==> src/rtl/vga_pkg.sv <==
// Shared VGA 640x480@60 timing constants, board geometry and cell-select helpers.
package vga_pkg;

  localparam int H_VIS   = 640;
  localparam int H_FP    = 16;
  localparam int H_SYNC  = 96;
  localparam int H_BP    = 48;
  localparam int H_TOTAL = H_VIS + H_FP + H_SYNC + H_BP;

  localparam int V_VIS   = 480;
  localparam int V_FP    = 10;
  localparam int V_SYNC  = 2;
  localparam int V_BP    = 33;
  localparam int V_TOTAL = V_VIS + V_FP + V_SYNC + V_BP;

  localparam int BOARD_COLS = 10;
  localparam int BOARD_ROWS = 5;
  localparam int CELL_COUNT = BOARD_COLS * BOARD_ROWS;

  typedef logic [CELL_COUNT-1:0] cell_sel_t;

  // Caller guarantees row < BOARD_ROWS and col < BOARD_COLS.
  function automatic cell_sel_t cell_onehot(input logic [2:0] row, input logic [3:0] col);
    logic [5:0] idx;
    idx = 6'(row) * 6'(BOARD_COLS) + 6'(col);
    return cell_sel_t'(1) << idx;
  endfunction

endpackage

==> src/rtl/vga_sync_counter.sv <==
// Pixel-tick divider, horizontal/vertical counters and raw sync/visible decode.
// The next-count outputs let the parent keep its own counters aligned to hcnt/vcnt.
module vga_sync_counter
  import vga_pkg::*;
#(
  parameter int CLK_DIV = 2
) (
  input  logic       clk,
  input  logic       rst_n,
  output logic       tick,
  output logic       vga_clk,
  output logic [9:0] hcnt,
  output logic [9:0] vcnt,
  output logic [9:0] hcnt_nxt,
  output logic [9:0] vcnt_nxt,
  output logic       h_wrap,
  output logic       visible,
  output logic       hsync_raw,
  output logic       vsync_raw
);

  localparam int DIV_W = (CLK_DIV > 1) ? $clog2(CLK_DIV) : 1;

  logic [DIV_W-1:0] div_q, div_d;
  logic [9:0]       hcnt_q, hcnt_d;
  logic [9:0]       vcnt_q, vcnt_d;
  logic             vga_clk_q, vga_clk_d;

  always_comb begin
    tick  = (div_q == DIV_W'(CLK_DIV - 1));
    div_d = tick ? '0 : div_q + DIV_W'(1);
    // High in the second half of each pixel so the DAC samples mid-pixel.
    // With CLK_DIV = 1 this stays high; use clk itself as the pixel clock then.
    vga_clk_d = (div_d >= DIV_W'(CLK_DIV / 2));
  end

  always_comb begin
    h_wrap   = (hcnt_q == 10'(H_TOTAL - 1));
    hcnt_nxt = h_wrap ? '0 : hcnt_q + 10'd1;
    vcnt_nxt = vcnt_q;
    if (h_wrap) begin
      vcnt_nxt = (vcnt_q == 10'(V_TOTAL - 1)) ? '0 : vcnt_q + 10'd1;
    end
    hcnt_d = hcnt_q;
    vcnt_d = vcnt_q;
    if (tick) begin
      hcnt_d = hcnt_nxt;
      vcnt_d = vcnt_nxt;
    end
  end

  always_ff @(posedge clk or negedge rst_n) begin
    if (!rst_n) begin
      div_q     <= '0;
      hcnt_q    <= '0;
      vcnt_q    <= '0;
      vga_clk_q <= 1'b0;
    end else begin
      div_q     <= div_d;
      hcnt_q    <= hcnt_d;
      vcnt_q    <= vcnt_d;
      vga_clk_q <= vga_clk_d;
    end
  end

  assign hcnt    = hcnt_q;
  assign vcnt    = vcnt_q;
  assign vga_clk = vga_clk_q;

  assign visible   = (hcnt_q < 10'(H_VIS)) && (vcnt_q < 10'(V_VIS));
  assign hsync_raw = !((hcnt_q >= 10'(H_VIS + H_FP)) && (hcnt_q < 10'(H_VIS + H_FP + H_SYNC)));
  assign vsync_raw = !((vcnt_q >= 10'(V_VIS + V_FP)) && (vcnt_q < 10'(V_VIS + V_FP + V_SYNC)));

endmodule

==> src/rtl/vga_board_scan.sv <==
// VGA timing generator with registered board-cell decode (one-hot pos + grid line flag).
// Grid line decode is enabled by defining BOARD_GRID_LINES_EN; otherwise line is tied 0.
module vga_board_scan
  import vga_pkg::*;
#(
  parameter int CLK_DIV  = 2,
  parameter int BOARD_X0 = 120,
  parameter int BOARD_Y0 = 90,
  parameter int CELL_W   = 40,
  parameter int CELL_H   = 60,
  parameter int LINE_W   = 2
) (
  input  logic            clk,
  input  logic            rst_n,
  output logic            vga_clk,
  output logic            hsync,
  output logic            vsync,
  output logic            blank_n,
  output logic            sync_n,
  output logic [9:0]      x,
  output logic [9:0]      y,
  output logic [49:0]     pos,
  output logic            line,
  output logic            frame_start
);

  localparam int XOFF_W  = $clog2(CELL_W);
  localparam int YOFF_W  = $clog2(CELL_H);
  localparam int BX_EDGE = BOARD_X0 + BOARD_COLS * CELL_W;
  localparam int BY_EDGE = BOARD_Y0 + BOARD_ROWS * CELL_H;
  localparam int BX_END  = BX_EDGE + LINE_W;
  localparam int BY_END  = BY_EDGE + LINE_W;

  logic       tick, h_wrap, visible, hsync_raw, vsync_raw;
  logic [9:0] hcnt, vcnt, hcnt_nxt, vcnt_nxt;

  vga_sync_counter #(
    .CLK_DIV (CLK_DIV)
  ) u_sync (
    .clk       (clk),
    .rst_n     (rst_n),
    .tick      (tick),
    .vga_clk   (vga_clk),
    .hcnt      (hcnt),
    .vcnt      (vcnt),
    .hcnt_nxt  (hcnt_nxt),
    .vcnt_nxt  (vcnt_nxt),
    .h_wrap    (h_wrap),
    .visible   (visible),
    .hsync_raw (hsync_raw),
    .vsync_raw (vsync_raw)
  );

  logic [XOFF_W-1:0] xoff_q, xoff_d;
  logic [YOFF_W-1:0] yoff_q, yoff_d;
  logic [3:0]        col_q, col_d;
  logic [2:0]        row_q, row_d;

  // Cell counters track hcnt/vcnt; col/row saturate so the right/bottom
  // trailing strip never aliases back onto a real cell.
  always_comb begin
    xoff_d = xoff_q;
    col_d  = col_q;
    yoff_d = yoff_q;
    row_d  = row_q;
    if (tick) begin
      if (hcnt_nxt == 10'(BOARD_X0)) begin
        xoff_d = '0;
        col_d  = '0;
      end else if (xoff_q == XOFF_W'(CELL_W - 1)) begin
        xoff_d = '0;
        if (col_q != 4'hf) col_d = col_q + 4'd1;
      end else begin
        xoff_d = xoff_q + XOFF_W'(1);
      end
      if (h_wrap) begin
        if (vcnt_nxt == 10'(BOARD_Y0)) begin
          yoff_d = '0;
          row_d  = '0;
        end else if (yoff_q == YOFF_W'(CELL_H - 1)) begin
          yoff_d = '0;
          if (row_q != 3'h7) row_d = row_q + 3'd1;
        end else begin
          yoff_d = yoff_q + YOFF_W'(1);
        end
      end
    end
  end

  logic      in_board, edge_px, pix_line;
  cell_sel_t pix_pos;

  always_comb begin
    in_board = visible
            && (hcnt >= 10'(BOARD_X0)) && (hcnt < 10'(BX_END))
            && (vcnt >= 10'(BOARD_Y0)) && (vcnt < 10'(BY_END));
    edge_px  = (hcnt >= 10'(BX_EDGE)) || (vcnt >= 10'(BY_EDGE));
`ifdef BOARD_GRID_LINES_EN
    pix_line = in_board && ((xoff_q < XOFF_W'(LINE_W)) || (yoff_q < YOFF_W'(LINE_W)) || edge_px);
    pix_pos  = (in_board && !pix_line) ? cell_onehot(row_q, col_q) : '0;
`else
    pix_line = 1'b0;
    pix_pos  = (in_board && !edge_px) ? cell_onehot(row_q, col_q) : '0;
`endif
  end

  logic       hsync_q, hsync_d;
  logic       vsync_q, vsync_d;
  logic       blank_n_q, blank_n_d;
  logic [9:0] x_q, x_d;
  logic [9:0] y_q, y_d;
  cell_sel_t  pos_q, pos_d;
  logic       line_q, line_d;
  logic       frame_start_q, frame_start_d;

  always_comb begin
    hsync_d   = hsync_q;
    vsync_d   = vsync_q;
    blank_n_d = blank_n_q;
    x_d       = x_q;
    y_d       = y_q;
    pos_d     = pos_q;
    line_d    = line_q;
    if (tick) begin
      hsync_d   = hsync_raw;
      vsync_d   = vsync_raw;
      blank_n_d = visible;
      x_d       = visible ? hcnt : '0;
      y_d       = visible ? vcnt : '0;
      pos_d     = pix_pos;
      line_d    = pix_line;
    end
    frame_start_d = tick && (hcnt == '0) && (vcnt == '0);
  end

  always_ff @(posedge clk or negedge rst_n) begin
    if (!rst_n) begin
      xoff_q        <= '0;
      yoff_q        <= '0;
      col_q         <= '0;
      row_q         <= '0;
      hsync_q       <= 1'b1;
      vsync_q       <= 1'b1;
      blank_n_q     <= 1'b0;
      x_q           <= '0;
      y_q           <= '0;
      pos_q         <= '0;
      line_q        <= 1'b0;
      frame_start_q <= 1'b0;
    end else begin
      xoff_q        <= xoff_d;
      yoff_q        <= yoff_d;
      col_q         <= col_d;
      row_q         <= row_d;
      hsync_q       <= hsync_d;
      vsync_q       <= vsync_d;
      blank_n_q     <= blank_n_d;
      x_q           <= x_d;
      y_q           <= y_d;
      pos_q         <= pos_d;
      line_q        <= line_d;
      frame_start_q <= frame_start_d;
    end
  end

  assign hsync       = hsync_q;
  assign vsync       = vsync_q;
  assign blank_n     = blank_n_q;
  assign sync_n      = 1'b1;
  assign x           = x_q;
  assign y           = y_q;
  assign pos         = pos_q;
  assign line        = line_q;
  assign frame_start = frame_start_q;

endmodule

==> config.mk <==
export PLATFORM = sky130hd
export DESIGN_NAME = vga_board_scan
export DESIGN_NICKNAME = d
export VERILOG_FILES = /design/src/rtl/vga_pkg.sv /design/src/rtl/vga_sync_counter.sv /design/src/rtl/vga_board_scan.sv
export SDC_FILE = /design/constraint.sdc
export NUM_CORES = 1
export LEC_CHECK = 0
export ABC_CLOCK_PERIOD_IN_PS = 5200
export CAP_MARGIN = 20
export CORE_AREA = 2 2 101 103
export DETAILED_ROUTE_END_ITERATION = 12
export DIE_AREA = 0 0 103 105
export GPL_TIMING_DRIVEN = 0
export HOLD_SLACK_MARGIN = 0.06
export PLACE_DENSITY = 0.95
export SETUP_SLACK_MARGIN = 0.15
export SKIP_LAST_GASP = 1
export SLEW_MARGIN = 40
export SYNTH_ARGS = -nofsm -noshare
export SYNTH_HDL_FRONTEND = slang
export SYNTH_SLANG_ARGS = --single-unit
==> constraint.sdc <==
create_clock -name clk -period 5.2 [get_ports clk]
set_input_delay 1.04 -clock clk [delete_from_list [all_inputs] [get_ports clk]]
set_output_delay 1.04 -clock clk [all_outputs]
set_load 0.02 [all_outputs]
==> run_results.csv <==
group,metric,value,unit
final_layout,final.fill_count,601,
setup_path,timing.critical_path.from_type,"flop",
power_and_ir_drop,worst_ir_drop_vdd,0.000212,V
clock_network,post_cts.resized_instances,0,
sta,max_freq,338,MHz
power_and_ir_drop,power,0.00214,W
detailed_routing,postRouteWirelength,15400,um
final_layout,final_layout_size_suffix_gt1_share,11.6,%
detailed_routing,drtAntennaViolNets,0,
sta,final_hold_viols,0,
global_route,globalRouteOverflowTotal,0,
die,die_width,103,um
setup_path,ff2ff_setup_slack,2250,ps
detailed_routing,drt-wirelength-per-cell,20.3,um
yosys,yosysWarningCount,0,
yosys,count_of_distinct_cell_types_in_the_synthesized_netlist,64,
yosys,synth_enable_flop_cells,0,
detailed_routing,vias,4820,
final_layout,nNetsFinal,635,
power_and_ir_drop,pwr_density_cell,296,nW/um^2
setup_path,required,5610,ps
yosys,count_of_mapped_cells_out_of_synthesis,520,
clock_network,cts_made_buffers,17,
global_route,grt_max_degree,75,
detailed_routing,drt_pre_antenna_iters,5,
yosys,synth_async_sr_flop_share,100,%
die,floorplan.rows,36,
setup_path,timing_worst_setup_path_type,"flop to flop",
sta,fin_setup_tns,0,ps
yosys,synth-seq-cells,114,
die,floorplan.initialDensity,58.6,%
sta,setup-violations-final,0,
detailed_routing,drt_iter0_markers,292,
setup_path,worstPathMaxFanout,9,
yosys,postSynth.topFlopCell,"sky130_fd_sc_hd__dfrtp_1",
die,dieArea,10800,sq um
clock_network,clock_network_latency_to_the_later_pin_of_the_worst_skew_pair,530,ps
place,placed_cells_incl_taps,730,
worst_hold_path,hold_class,"primary input to asynchronous set/reset pin",
place,weighted_congestion_at_the_end_of_routability_driven_global_placement,0.923,
global_route,grt_antenna_before_repair,0,
global_route,grt_pass1_vias,4946,
final_layout,num_antenna_cells,0,
yosys,synth_seq_area_share,50.6,%
yosys,post_synth_instance_area,5640,sq um
final_layout,area_growth_syn_to_layout,28.0,%
place,dp_worst_setup_slack,2380,ps
clock_network,htree_levels,4,
sta,timing.slew.headroom,49.6,%
clock_network,clk_transition_reported_paths,60,ps
yosys,synth_nets,539,
clock_network,cts_max_path_buffers,2,
sta,measured_slew_at_the_worst_slew_check_pin,756,ps
detailed_routing,via_per_inst,6.33,
sta,setup_slack,2250,ps
flow_run,max_cap_violations,0,
setup_path,critical_path.startpoint,"u_sync.hcnt[1]",
setup_path,critPathArrivalTime,3370,ps
setup_path,worst_setup_path_end_kind,"flop",
clock_network,post_cts_buffers,0,
global_route,first_pass_grt_wire_length,25100,um
sta,period_needed,2950,ps
final_layout,final_cells,762,
global_route,global_route.usage.total,30.1,%
die,ios,79,
yosys,synthesis.area_per_instance,10.9,sq um
clock_network,cts_hold_buffers,0,
place,placement.io_buffers,76,
die,floorplan.core_area,9640,sq um
power_and_ir_drop,cellLeakagePower,3.13,nW
detailed_routing,route.detailed.drc,0,
setup_path,cp-endpoint,"row_q[1]",
sta,hold_ws,377,ps
setup_path,worst_r2r_endpoint,"row_q[1]",
sta,finalClockSkew,8.49,ps
clock_network,clockRootBuffer,"sky130_fd_sc_hd__clkbuf_8",
clock_network,numClockSinks,114,
sta,final_min_period_over_clock_period,56.8,%
sta,finalMaxSlewViolations,0,
outcome,run_status,"finished clean",
die,die_h,105,um
setup_path,rr_startpoint,"u_sync.hcnt[1]",
clock_network,cts_tree,"built",
place,detailed_place_hpwl,9990,um
setup_path,worstRegToRegCells,9,
sta,rsz_0062_raised_after_global_routing,"false",
## worst min-delay path by stage
stage	from	end	slack (ps)	cells after the start
after floorplan	yoff_q[0]	yoff_q[0]	470	1
after global placement	blank_n	blank_n	470	1
after detailed placement	pos[23]	pos[23]	480	1
after CTS	rst_n	pos[35]	380	1
after global routing	rst_n	pos[36]	390	1
final	rst_n	pos[35]	380	1
## cells by family (layout without fill, tap and decap cells)
family	after synthesis	after routing	share of synthesized area, %
simple gates	179	179	17.3
xor+xnor	18	18	2.79
mux	8	8	1.44
compound gates	136	136	19.6
buf+inv	46	155	4.28
flops	114	114	50.6
other cells	2	2	0.133
fa+ha+maj	17	17	3.90
## metal layers
layer,part of all wire [%],up-vias,global-route usage (%),wire length [um]
met1,39,2391,37.0,6050
met4,2.8,0,12.1,437
met3,6.6,53,6.69,1020
li1,-,2102,-,-
met5,0,-,0,0
met2,51,274,50.6,7920
## final cells by class
| class | count | area (sq um) | share of cell area, % |
|---|---|---|---|
| Tap cell | 133 | 166 | 2.30 |
| Multi-Input combinational cell | 360 | 2550 | 35.3 |
| Sequential cell | 114 | 2860 | 39.5 |
| Clock inverter | 15 | 205 | 2.84 |
| Clock buffer | 17 | 414 | 5.73 |
| Buffer | 41 | 223 | 3.08 |
| Timing Repair Buffer | 77 | 793 | 11.0 |
| Inverter | 5 | 18.8 | 0.260 |
## per-stage QoR
step,util (%),instance area [sq um]
floorplan,-,5640
global placement,68.2,6570
detailed placement,68.5,6600
CTS,74.9,7220
global route,74.9,7220
finish,74.9,7220
## registers in the layout, summed over array words and instances, names as in the netlist
register,count
yoff_q,6
row_q,3
pos,50
col_q,4
blank_n,1
vsync,1
u_sync.hcnt,10
hsync,1
y,10
u_sync.tick,1
xoff_q,6
x,10
u_sync.vcnt,10
frame_start,1
## power breakdown
group	switching [W]	total, W	internal, W
clock network	0.000444	0.00123	0.000783
registers	0	0.000888	0.000888
logic	0.0000182	0.0000224	0.00000425
## Yosys cell counts, drive strengths merged, types with 3 or more instances
cell     number  area [sq um]
or2           3          18.8
nor2         22          82.6
o31ai         3          22.5
nor4          3          33.8
o2bb2ai      53           539
a21o          6          45.0
ha           16           200
nand4        10          68.8
nand2b        7          43.8
and2          9          56.3
dfrtp       112          2800
xor2          8          70.1
buf          13           116
inv           5          18.8
and4          5          43.8
or3           8          50.1
a21oi         7          35.0
mux2i         7          70.1
a31oi         3          18.8
a22o         19           166
nand4b        4          41.3
nand2        57           216
nor2b         4          25.0
clkbuf       28           106
xnor2        10          87.6
nand3        23           115
o21ai        33           169
and3          6          37.5
nor3         12          75.1
## worst max-delay path, cell delays in order, from the launching register on
cell	delay, ps
sky130_fd_sc_hd__dfrtp_1	440
sky130_fd_sc_hd__ha_1	180
sky130_fd_sc_hd__clkbuf_1	320
sky130_fd_sc_hd__nand3_1	200
sky130_fd_sc_hd__nor3_2	520
sky130_fd_sc_hd__nand2_1	110
sky130_fd_sc_hd__o32a_1	220
sky130_fd_sc_hd__nor4b_4	520
sky130_fd_sc_hd__and2_1	260
sky130_fd_sc_hd__nor2_1	70
## cell usage in the layout, fill, tap and decap left out, types with 3 or more instances in the layout
cell type | netlist | final
sky130_fd_sc_hd__dfrtp_1 | 112 | 112
sky130_fd_sc_hd__clkdlybuf4s50_1 | 0 | 75
sky130_fd_sc_hd__nand2_1 | 56 | 56
sky130_fd_sc_hd__o2bb2ai_1 | 41 | 41
sky130_fd_sc_hd__o21ai_0 | 30 | 30
sky130_fd_sc_hd__clkbuf_1 | 27 | 27
sky130_fd_sc_hd__nand3_1 | 23 | 23
sky130_fd_sc_hd__nor2_1 | 22 | 22
sky130_fd_sc_hd__a22o_1 | 19 | 19
sky130_fd_sc_hd__ha_1 | 16 | 16
sky130_fd_sc_hd__clkbuf_16 | 0 | 16
sky130_fd_sc_hd__o2bb2ai_2 | 12 | 12
sky130_fd_sc_hd__xnor2_1 | 10 | 10
sky130_fd_sc_hd__nor3_1 | 9 | 9
sky130_fd_sc_hd__nand4_1 | 9 | 9
sky130_fd_sc_hd__and2_1 | 9 | 9
sky130_fd_sc_hd__or3_1 | 8 | 8
sky130_fd_sc_hd__xor2_1 | 8 | 8
sky130_fd_sc_hd__a21oi_1 | 7 | 7
sky130_fd_sc_hd__mux2i_1 | 7 | 7
sky130_fd_sc_hd__nand2b_1 | 7 | 7
sky130_fd_sc_hd__and3_1 | 6 | 6
sky130_fd_sc_hd__a21o_1 | 6 | 6
sky130_fd_sc_hd__inv_1 | 5 | 5
sky130_fd_sc_hd__buf_6 | 5 | 5
sky130_fd_sc_hd__and4_1 | 5 | 5
sky130_fd_sc_hd__clkinv_4 | 0 | 5
sky130_fd_sc_hd__nor2b_1 | 4 | 4
sky130_fd_sc_hd__bufinv_16 | 0 | 4
sky130_fd_sc_hd__nor3_2 | 3 | 3
sky130_fd_sc_hd__buf_4 | 3 | 3
sky130_fd_sc_hd__nand4b_1 | 3 | 3
sky130_fd_sc_hd__a31oi_1 | 3 | 3
sky130_fd_sc_hd__o31ai_1 | 3 | 3
sky130_fd_sc_hd__clkinv_2 | 0 | 3
sky130_fd_sc_hd__inv_6 | 0 | 3
Power figures use the tool's default switching activity.
